[config.mk]
export PLATFORM = sky130hd
export DESIGN_NAME = snoop_responder_flat
export DESIGN_NICKNAME = d
export VERILOG_FILES = /design/src/rtl/snoop_responder_pkg.sv /design/src/rtl/snoop_responder_if.sv /design/src/rtl/snoop_responder_tag_array.sv /design/src/rtl/snoop_responder.sv /design/src/flat_wrapper.sv
export SDC_FILE = /design/constraint.sdc
export NUM_CORES = 2
export LEC_CHECK = 0
export CAP_MARGIN = 20
export CORE_ASPECT_RATIO = 1.1
export CORE_MARGIN = 2
export CORE_UTILIZATION = 45
export CTS_CLUSTER_DIAMETER = 30
export DETAILED_ROUTE_END_ITERATION = 10
export PLACE_DENSITY_LB_ADDON = 0.2
export SYNTH_ARGS = -nofsm -noshare
export SYNTH_HDL_FRONTEND = slang
export SYNTH_HIERARCHICAL = 1
export SYNTH_SLANG_ARGS = --single-unit
[constraint.sdc]
create_clock -name clk -period 6 [get_ports clk]
set_input_delay 1.8 -clock clk [delete_from_list [all_inputs] [get_ports clk]]
set_output_delay 1.8 -clock clk [all_outputs]
set_load 0.05 [all_outputs]
[src/rtl/snoop_responder_pkg.sv]
// Shared definitions for the snoop responder and the bus controller:
// address width, MSI state encodings and the responder FSM state type.
package common;

    localparam int unsigned ADDR_W = 13;

    localparam logic [1:0] BLOCK_STATE_MODIFIED = 2'b10;
    localparam logic [1:0] BLOCK_STATE_SHARED   = 2'b01;
    localparam logic [1:0] BLOCK_STATE_INVALID  = 2'b00;

    typedef enum logic [1:0] {
        S_IDLE    = 2'd0,
        S_FETCH   = 2'd1,
        S_SUPPLY1 = 2'd2,
        S_SUPPLY2 = 2'd3
    } snoop_state_t;

endpackage

[src/rtl/snoop_responder_if.sv]
// Bundle of bus-side and local-cache-side signals of the snoop responder.
// The slave modport is the responder; the master modport is its environment.
interface snoop_responder_if #(
    parameter int unsigned INDEX_W = 6,
    parameter int unsigned DATA_W  = 16
);
    logic                      search;
    logic                      snoop_inv;
    logic [common::ADDR_W-1:0] boci;
    logic                      search_found;
    logic [1:0]                block_state;
    logic                      upd_we;
    logic [common::ADDR_W-1:0] upd_addr;
    logic [1:0]                upd_state;
    logic                      data_rd_req;
    logic [INDEX_W-1:0]        data_rd_idx;
    logic                      data_rd_vld;
    logic [DATA_W-1:0]         data_rd;
    logic [DATA_W-1:0]         fwd_data;
    logic                      fwd_vld;
    logic                      st_wr;
    logic [INDEX_W-1:0]        st_idx;
    logic [1:0]                st_new;
    logic                      busy;
    logic                      proto_err;

    modport slave (
        input  search, snoop_inv, boci, upd_we, upd_addr, upd_state, data_rd_vld, data_rd,
        output search_found, block_state, data_rd_req, data_rd_idx, fwd_data, fwd_vld,
        output st_wr, st_idx, st_new, busy, proto_err
    );

    modport master (
        output search, snoop_inv, boci, upd_we, upd_addr, upd_state, data_rd_vld, data_rd,
        input  search_found, block_state, data_rd_req, data_rd_idx, fwd_data, fwd_vld,
        input  st_wr, st_idx, st_new, busy, proto_err
    );

endinterface

[src/rtl/snoop_responder_tag_array.sv]
// Duplicate tag/state array mirroring the local d-cache, with combinational
// lookup and the merge of invalidate, local update and M->S downgrade writes.
module snoop_tag_array
    import common::*;
#(
    parameter int unsigned INDEX_W = 6
) (
    input  logic              clk,
    input  logic              rst_n,
    input  logic [ADDR_W-1:0] lookup_addr,
    output logic              lookup_hit,
    output logic [1:0]        lookup_state,
    input  logic              inv_req,
    input  logic              upd_we,
    input  logic [ADDR_W-1:0] upd_addr,
    input  logic [1:0]        upd_state,
    input  logic              dng_we,
    input  logic [ADDR_W-1:0] dng_addr
);
    localparam int unsigned TAG_W     = ADDR_W - INDEX_W;
    localparam int unsigned NUM_LINES = 2 ** INDEX_W;

    logic [TAG_W-1:0] tag_q [NUM_LINES];
    logic [TAG_W-1:0] tag_d [NUM_LINES];
    logic [1:0]       st_q  [NUM_LINES];
    logic [1:0]       st_d  [NUM_LINES];

    logic [INDEX_W-1:0] lk_idx, upd_idx, dng_idx;
    logic [TAG_W-1:0]   lk_tag, upd_tag, dng_tag;
    logic               inv_hit;

    assign lk_idx  = lookup_addr[INDEX_W-1:0];
    assign lk_tag  = lookup_addr[ADDR_W-1:INDEX_W];
    assign upd_idx = upd_addr[INDEX_W-1:0];
    assign upd_tag = upd_addr[ADDR_W-1:INDEX_W];
    assign dng_idx = dng_addr[INDEX_W-1:0];
    assign dng_tag = dng_addr[ADDR_W-1:INDEX_W];

    assign lookup_hit   = (st_q[lk_idx] != BLOCK_STATE_INVALID) && (tag_q[lk_idx] == lk_tag);
    assign lookup_state = lookup_hit ? st_q[lk_idx] : BLOCK_STATE_INVALID;
    assign inv_hit      = inv_req && lookup_hit;

    // Priority per line: invalidate > local update > downgrade, except that a
    // local update carrying a different tag replaces the line being invalidated.
    always_comb begin
        for (int i = 0; i < NUM_LINES; i++) begin
            tag_d[i] = tag_q[i];
            st_d[i]  = st_q[i];
            if (dng_we && dng_idx == INDEX_W'(i)) begin
                tag_d[i] = dng_tag;
                st_d[i]  = BLOCK_STATE_SHARED;
            end
            if (upd_we && upd_idx == INDEX_W'(i)) begin
                tag_d[i] = upd_tag;
                st_d[i]  = upd_state;
            end
            if (inv_hit && lk_idx == INDEX_W'(i) &&
                !(upd_we && upd_idx == lk_idx && upd_tag != lk_tag)) begin
                st_d[i] = BLOCK_STATE_INVALID;
            end
        end
    end

    always_ff @(posedge clk or negedge rst_n) begin
        if (!rst_n) begin
            for (int i = 0; i < NUM_LINES; i++) begin
                tag_q[i] <= '0;
                st_q[i]  <= BLOCK_STATE_INVALID;
            end
        end else begin
            tag_q <= tag_d;
            st_q  <= st_d;
        end
    end

endmodule

[src/rtl/snoop_responder.sv]
// Per-CPU snoop-side responder: answers bus searches, fetches and forwards
// hit data, and mirrors invalidates/downgrades. Option: SNOOP_STATS_EN adds counters.
module snoop_responder
    import common::*;
#(
    parameter int unsigned INDEX_W = 6,
    parameter int unsigned DATA_W  = 16
) (
    input  logic               clk,
    input  logic               rst_n,
    snoop_responder_if.slave   bus
`ifdef SNOOP_STATS_EN
    ,
    output logic [15:0]        stat_hits,
    output logic [15:0]        stat_invs
`endif
);
    snoop_state_t       state_q, state_d;
    logic [ADDR_W-1:0]  addr_q;
    logic               dng_pend_q;
    logic               found_q;
    logic [1:0]         bstate_q;
    logic [DATA_W-1:0]  fwd_data_q;
    logic               st_wr_q;
    logic [INDEX_W-1:0] st_idx_q;
    logic [1:0]         st_new_q;
    logic               perr_q;

    logic               lookup_hit;
    logic [1:0]         lookup_state;
    logic               accept, inv_hit, dng_we;

    snoop_tag_array #(
        .INDEX_W (INDEX_W)
    ) u_tag_array (
        .clk          (clk),
        .rst_n        (rst_n),
        .lookup_addr  (bus.boci),
        .lookup_hit   (lookup_hit),
        .lookup_state (lookup_state),
        .inv_req      (bus.snoop_inv),
        .upd_we       (bus.upd_we),
        .upd_addr     (bus.upd_addr),
        .upd_state    (bus.upd_state),
        .dng_we       (dng_we),
        .dng_addr     (addr_q)
    );

    assign accept  = bus.search && (state_q == S_IDLE);
    assign inv_hit = bus.snoop_inv && lookup_hit;
    // An invalidate in the same cycle owns the single st_wr slot; the downgrade is lost.
    assign dng_we  = (state_q == S_SUPPLY2) && dng_pend_q && !inv_hit;

    always_comb begin
        state_d = state_q;
        unique case (state_q)
            S_IDLE:    if (bus.search && lookup_hit) state_d = S_FETCH;
            S_FETCH:   if (bus.data_rd_vld) state_d = S_SUPPLY1;
            S_SUPPLY1: state_d = S_SUPPLY2;
            S_SUPPLY2: state_d = S_IDLE;
            default:   state_d = S_IDLE;
        endcase
    end

    always_ff @(posedge clk or negedge rst_n) begin
        if (!rst_n) begin
            state_q    <= S_IDLE;
            addr_q     <= '0;
            dng_pend_q <= 1'b0;
            found_q    <= 1'b0;
            bstate_q   <= BLOCK_STATE_INVALID;
            fwd_data_q <= '0;
            st_wr_q    <= 1'b0;
            st_idx_q   <= '0;
            st_new_q   <= BLOCK_STATE_INVALID;
            perr_q     <= 1'b0;
        end else begin
            state_q <= state_d;
            if (accept) begin
                addr_q     <= bus.boci;
                found_q    <= lookup_hit;
                bstate_q   <= lookup_state;
                dng_pend_q <= lookup_hit && (lookup_state == BLOCK_STATE_MODIFIED) && !inv_hit;
            end else if (state_q == S_SUPPLY2 || (inv_hit && bus.boci == addr_q)) begin
                dng_pend_q <= 1'b0;
            end
            if (state_q == S_FETCH && bus.data_rd_vld) begin
                fwd_data_q <= bus.data_rd;
            end
            st_wr_q <= inv_hit || dng_we;
            if (inv_hit) begin
                st_idx_q <= bus.boci[INDEX_W-1:0];
                st_new_q <= BLOCK_STATE_INVALID;
            end else if (dng_we) begin
                st_idx_q <= addr_q[INDEX_W-1:0];
                st_new_q <= BLOCK_STATE_SHARED;
            end
            if (bus.search && state_q != S_IDLE) begin
                perr_q <= 1'b1;
            end
        end
    end

    assign bus.search_found = found_q;
    assign bus.block_state  = bstate_q;
    assign bus.data_rd_req  = (state_q == S_FETCH);
    assign bus.data_rd_idx  = addr_q[INDEX_W-1:0];
    assign bus.fwd_data     = fwd_data_q;
    assign bus.fwd_vld      = (state_q == S_SUPPLY1) || (state_q == S_SUPPLY2);
    assign bus.st_wr        = st_wr_q;
    assign bus.st_idx       = st_idx_q;
    assign bus.st_new       = st_new_q;
    assign bus.busy         = (state_q != S_IDLE);
    assign bus.proto_err    = perr_q;

`ifdef SNOOP_STATS_EN
    always_ff @(posedge clk or negedge rst_n) begin
        if (!rst_n) begin
            stat_hits <= '0;
            stat_invs <= '0;
        end else begin
            if (accept && lookup_hit && stat_hits != 16'hFFFF) stat_hits <= stat_hits + 16'd1;
            if (inv_hit && stat_invs != 16'hFFFF) stat_invs <= stat_invs + 16'd1;
        end
    end
`endif

endmodule

[src/flat_wrapper.sv]
// flat-port wrapper written by rule: the top's interface ports become plain ports
module snoop_responder_flat import common::*;
#(
    parameter int unsigned INDEX_W = 6,
    parameter int unsigned DATA_W  = 16
)
  (clk, rst_n, bus_search, bus_snoop_inv, bus_boci, bus_upd_we, bus_upd_addr, bus_upd_state, bus_data_rd_vld, bus_data_rd, bus_search_found, bus_block_state, bus_data_rd_req, bus_data_rd_idx, bus_fwd_data, bus_fwd_vld, bus_st_wr, bus_st_idx, bus_st_new, bus_busy, bus_proto_err);
  snoop_responder_if #(.INDEX_W(INDEX_W), .DATA_W(DATA_W)) bus_i ();
  input  logic clk;
  input  logic rst_n;
  input wire logic [$bits(bus_i.search)-1:0] bus_search;
  input wire logic [$bits(bus_i.snoop_inv)-1:0] bus_snoop_inv;
  input wire logic [$bits(bus_i.boci)-1:0] bus_boci;
  input wire logic [$bits(bus_i.upd_we)-1:0] bus_upd_we;
  input wire logic [$bits(bus_i.upd_addr)-1:0] bus_upd_addr;
  input wire logic [$bits(bus_i.upd_state)-1:0] bus_upd_state;
  input wire logic [$bits(bus_i.data_rd_vld)-1:0] bus_data_rd_vld;
  input wire logic [$bits(bus_i.data_rd)-1:0] bus_data_rd;
  output wire logic [$bits(bus_i.search_found)-1:0] bus_search_found;
  output wire logic [$bits(bus_i.block_state)-1:0] bus_block_state;
  output wire logic [$bits(bus_i.data_rd_req)-1:0] bus_data_rd_req;
  output wire logic [$bits(bus_i.data_rd_idx)-1:0] bus_data_rd_idx;
  output wire logic [$bits(bus_i.fwd_data)-1:0] bus_fwd_data;
  output wire logic [$bits(bus_i.fwd_vld)-1:0] bus_fwd_vld;
  output wire logic [$bits(bus_i.st_wr)-1:0] bus_st_wr;
  output wire logic [$bits(bus_i.st_idx)-1:0] bus_st_idx;
  output wire logic [$bits(bus_i.st_new)-1:0] bus_st_new;
  output wire logic [$bits(bus_i.busy)-1:0] bus_busy;
  output wire logic [$bits(bus_i.proto_err)-1:0] bus_proto_err;
  assign bus_i.search = bus_search;
  assign bus_i.snoop_inv = bus_snoop_inv;
  assign bus_i.boci = bus_boci;
  assign bus_i.upd_we = bus_upd_we;
  assign bus_i.upd_addr = bus_upd_addr;
  assign bus_i.upd_state = bus_upd_state;
  assign bus_i.data_rd_vld = bus_data_rd_vld;
  assign bus_i.data_rd = bus_data_rd;
  assign bus_search_found = bus_i.search_found;
  assign bus_block_state = bus_i.block_state;
  assign bus_data_rd_req = bus_i.data_rd_req;
  assign bus_data_rd_idx = bus_i.data_rd_idx;
  assign bus_fwd_data = bus_i.fwd_data;
  assign bus_fwd_vld = bus_i.fwd_vld;
  assign bus_st_wr = bus_i.st_wr;
  assign bus_st_idx = bus_i.st_idx;
  assign bus_st_new = bus_i.st_new;
  assign bus_busy = bus_i.busy;
  assign bus_proto_err = bus_i.proto_err;
  snoop_responder #(.INDEX_W(INDEX_W), .DATA_W(DATA_W)) u_core (.clk(clk), .rst_n(rst_n), .bus(bus_i));
endmodule
==> impl_metrics.py <==
metrics = {
    "run_status": {
        "status": "complete, no violations",
    },
    "hold_path": {
        "min_delay_path_depth": 1,
        "hold_path_end": "u_core/bus.proto_err",
        "hp-class": "flop to flop",
        "min-delay-start": "u_core/bus.proto_err",
    },
    "floorplanning": {
        "fp-row-count": 107,
        "fp.dieW_um": 270,
        "dieArea_sq_um": 80000,
        "die_h_um": 296,
        "initial_core_util": 0.453,
        "ios": 88,
        "core_sq_um": 77200,
    },
    "routing": {
        "vias": 29500,
        "vias_per_cell": 6.00,
        "route.detailed.drc": 0,
        "met1_length_um": 50700,
        "ant_nets": 0,
        "top_layer_used": "met5",
        "dr.pass1.iters": 6,
        "wl_um": 125000,
        "drt_iter0_drc": 3213,
        "drt-wirelength-per-cell_um": 25.3,
        "wl_met3_um": 9890,
        "dr_wl_met2_um": 56900,
    },
    "sta": {
        "worstMarginPinSlew_ns": 1.24,
        "hold_violations": 0,
        "clock-skew-final_ns": 0.0193,
        "fmax_ghz": 0.187,
        "finalSetupViolCount": 0,
        "post-route-min-period_ns": 5.33,
        "slew_viol_final": 0,
        "finalCritPeriodShare": 0.889,
        "slew_headroom": 0.165,
        "setup-tns-final_ns": 0,
        "rsz0062_at_grt": "no",
    },
    "grt": {
        "antenna_found_initial": 4,
        "grt-ovfl-total": 0,
        "grt_pass1_vias": 29300,
        "grt_util_all_layers": 0.310,
        "grt_pass1_wl_um": 187000,
        "grt_max_degree": 146,
    },
    "clocking": {
        "clk_transition_reported_paths_ns": 0.04,
        "clockBufferDepth": 3,
        "postCtsSetupRepairBufs": 0,
        "cts_resized": 0,
        "cts_tree": "yes",
        "postCtsHoldBufs": 0,
        "cts_buffers": 140,
        "cts-root-buf": "clkbuf_16",
        "insertion_delay_ns": 0.74,
        "cts_num_sinks": 620,
        "htreeDepth": 4,
    },
    "synth": {
        "async_flop_share": 1.00,
        "synth_area_leaders": "dfrtp_1 44%, mux2i_1 18%, o21ai_0 6.3%",
        "synth_area_sq_um": 35000,
        "yosys_warnings": 6,
        "synth_top_cell_area_share": 0.443,
        "syn_nets": 3642,
        "syn_inst": 3588,
        "yosys.area.top_type": "dfrtp_1",
        "synth_edf_count": 0,
        "synth.distinct_cells": 64,
        "ys.flop_type": "dfrtp_1",
        "synth_seq_area_share": 0.443,
        "syn_area_per_cell_sq_um": 9.75,
        "synth_common_cells": "636 x mux2i_1, 620 x dfrtp_1, 574 x nand2_1",
        "synth-seq-cells": 620,
        "yosysMostFrequentCell": "mux2i_1",
    },
    "power": {
        "pwr-share-seq": 0.329,
        "p_leak_nw": 20.4,
        "power.density_nw_per_um2": 389,
        "total_power_w": 0.0168,
        "combPwrFrac": 0.199,
        "clkPwrFrac": 0.472,
        "intPower_w": 0.0114,
        "swShare": 0.317,
        "switchingPower_w": 0.00532,
        "irDropWorstVdd_v": 0.000297,
    },
    "setup_path": {
        "criticalPathCategory": "input pin to flop",
        "r2r_cells": 14,
        "worstPathMaxFanout": 9,
        "arrival_ns": 5.98,
        "r2r_end": "u_core/u_tag_array/st_q[96]",
        "critPathLaunchType": "input pin",
        "rr_startpoint": "u_core/u_tag_array/tag_q[41]",
        "worstSetupEndpointType": "flop",
        "worstPathRequired_ns": 6.65,
        "r2r_setup_slack_ns": 1.87,
    },
    "placed_design": {
        "globalplace.congestion": 0.929,
        "dp.cells": 4667,
        "hpwl_um": 80300,
        "port_buffers": 86,
    },
    "layout": {
        "n_fill_cell": 6730,
        "syn_to_final_growth_pct": 23.2,
        "drive_above_1_share": 0.171,
        "nNetsFinal": 3828,
        "final-instance-count-excl-fill": 4927,
    },
    "job": {
        "maxCapViolations": 0,
    },
}
==> layout make-up <==
| class | instances | area [sq um] | area share |
|---|---|---|---|
| clock inverter | 74 | 980 | 0.0227 |
| clock buffer | 185 | 3950 | 0.0915 |
| multi-input combinational | 2601 | 17600 | 0.407 |
| tap | 1035 | 1290 | 0.0300 |
| inverter | 45 | 169 | 0.00392 |
| antenna | 1 | 2.50 | 0.0000580 |
| sequential | 620 | 15500 | 0.360 |
| timing repair buffer | 366 | 3630 | 0.0843 |
==> metal layers <==
metal	track usage	vias to the layer above
met5	0	-
met4	0.180	2
li1	-	13200
met1	0.400	14500
met2	0.484	1469
met3	0.0648	355
==> registers in the layout, summed over array words and instances (netlist names) <==
name,flops
u_core/state_q,2
u_core/addr_q,13
u_core/bus.proto_err,1
u_core/bus.st_wr,1
u_core/bus.fwd_data,16
u_core/dng_pend_q,1
u_core/bus.st_idx,6
u_core/u_tag_array/st_q,128
u_core/bus.search_found,1
u_core/bus.block_state,2
u_core/bus.st_new,1
u_core/u_tag_array/tag_q,448
==> cell usage in the layout (no fill, tap or decap), types with 10 or more instances in the layout <==
master	count
mux2i_1	636
clkinvlp_4	13
buf_2	10
clkdlybuf4s50_1	73
nand3_1	23
nor2b_1	14
nand2_1	574
a31oi_1	132
xnor2_1	27
buf_12	57
a21oi_1	206
and3_1	10
mux4_2	51
mux2_2	28
dfrtp_1	613
clkbuf_8	21
clkbuf_1	21
or3_1	17
a22oi_1	99
nand4_1	13
nor2_1	189
o21ai_0	444
buf_4	224
bufinv_16	18
clkbuf_16	143
inv_1	45
clkinv_2	27
nand2b_1	11
==> critical path, stage by stage <==
cell	delay, ns
clkdlybuf4s50_1	0.46
buf_4	0.18
buf_4	0.20
mux4_2	0.59
a32oi_1	0.20
nand2_1	0.10
xor2_1	0.14
and3_1	0.20
nand4_1	0.18
a21oi_1	0.12
a21oi_1	0.44
or3b_2	0.60
nor2_1	0.15
buf_4	0.23
or3_1	0.13
o21ai_0	0.08
a31oi_1	0.17
==> power by group through the flow <==
stage / sequential, W / clock [W] / combinational [W]
finish: 0.00551 / 0.00792 / 0.00334
global route: 0.00557 / 0.00821 / 0.00354
CTS: 0.00548 / 0.00800 / 0.00331
detailed placement: 0.00553 / 0 / 0.00330
global placement: 0.00552 / 0 / 0.00325
floorplan: 0.00541 / 0 / 0.00209
==> through the flow <==
step	area, sq um	hold WS (ns)	setup WS, ns	util
after floorplan	35000	0.521	0.301	-
after global placement	38200	0.439	0.168	0.494
after detailed placement	38200	0.460	0.0981	0.494
after CTS	43100	0.469	0.839	0.558
after global routing	43100	0.495	0.499	0.558
final	43100	0.465	0.666	0.558
==> how the worst max path moves through the flow <==
stage,startpoint,endpoint,slack [ns],cells past startpoint
floorplan,bus_boci[0],u_core/u_tag_array/st_q[104],0.30,17
global placement,bus_boci[1],u_core/u_tag_array/tag_q[395],0.17,15
detailed placement,bus_boci[1],u_core/u_tag_array/tag_q[367],0.1,16
CTS,bus_boci[1],u_core/u_tag_array/st_q[96],0.84,17
global route,bus_boci[1],u_core/u_tag_array/st_q[96],0.50,17
finish,bus_boci[5],u_core/u_tag_array/st_q[96],0.67,17
==> logic make-up after synthesis <==
| group | share of synthesized area |
|---|---|
| adder cells (fa/ha/maj) | 0.00143 |
| XOR/XNOR | 0.00901 |
| buffers and inverters | 0.0562 |
| AO/OA/AOI/OAI | 0.146 |
| other | 0.000107 |
| multiplexers | 0.233 |
| AND/OR/NAND/NOR | 0.112 |
| flip-flops | 0.443 |
Power figures use the tool's default switching activity.
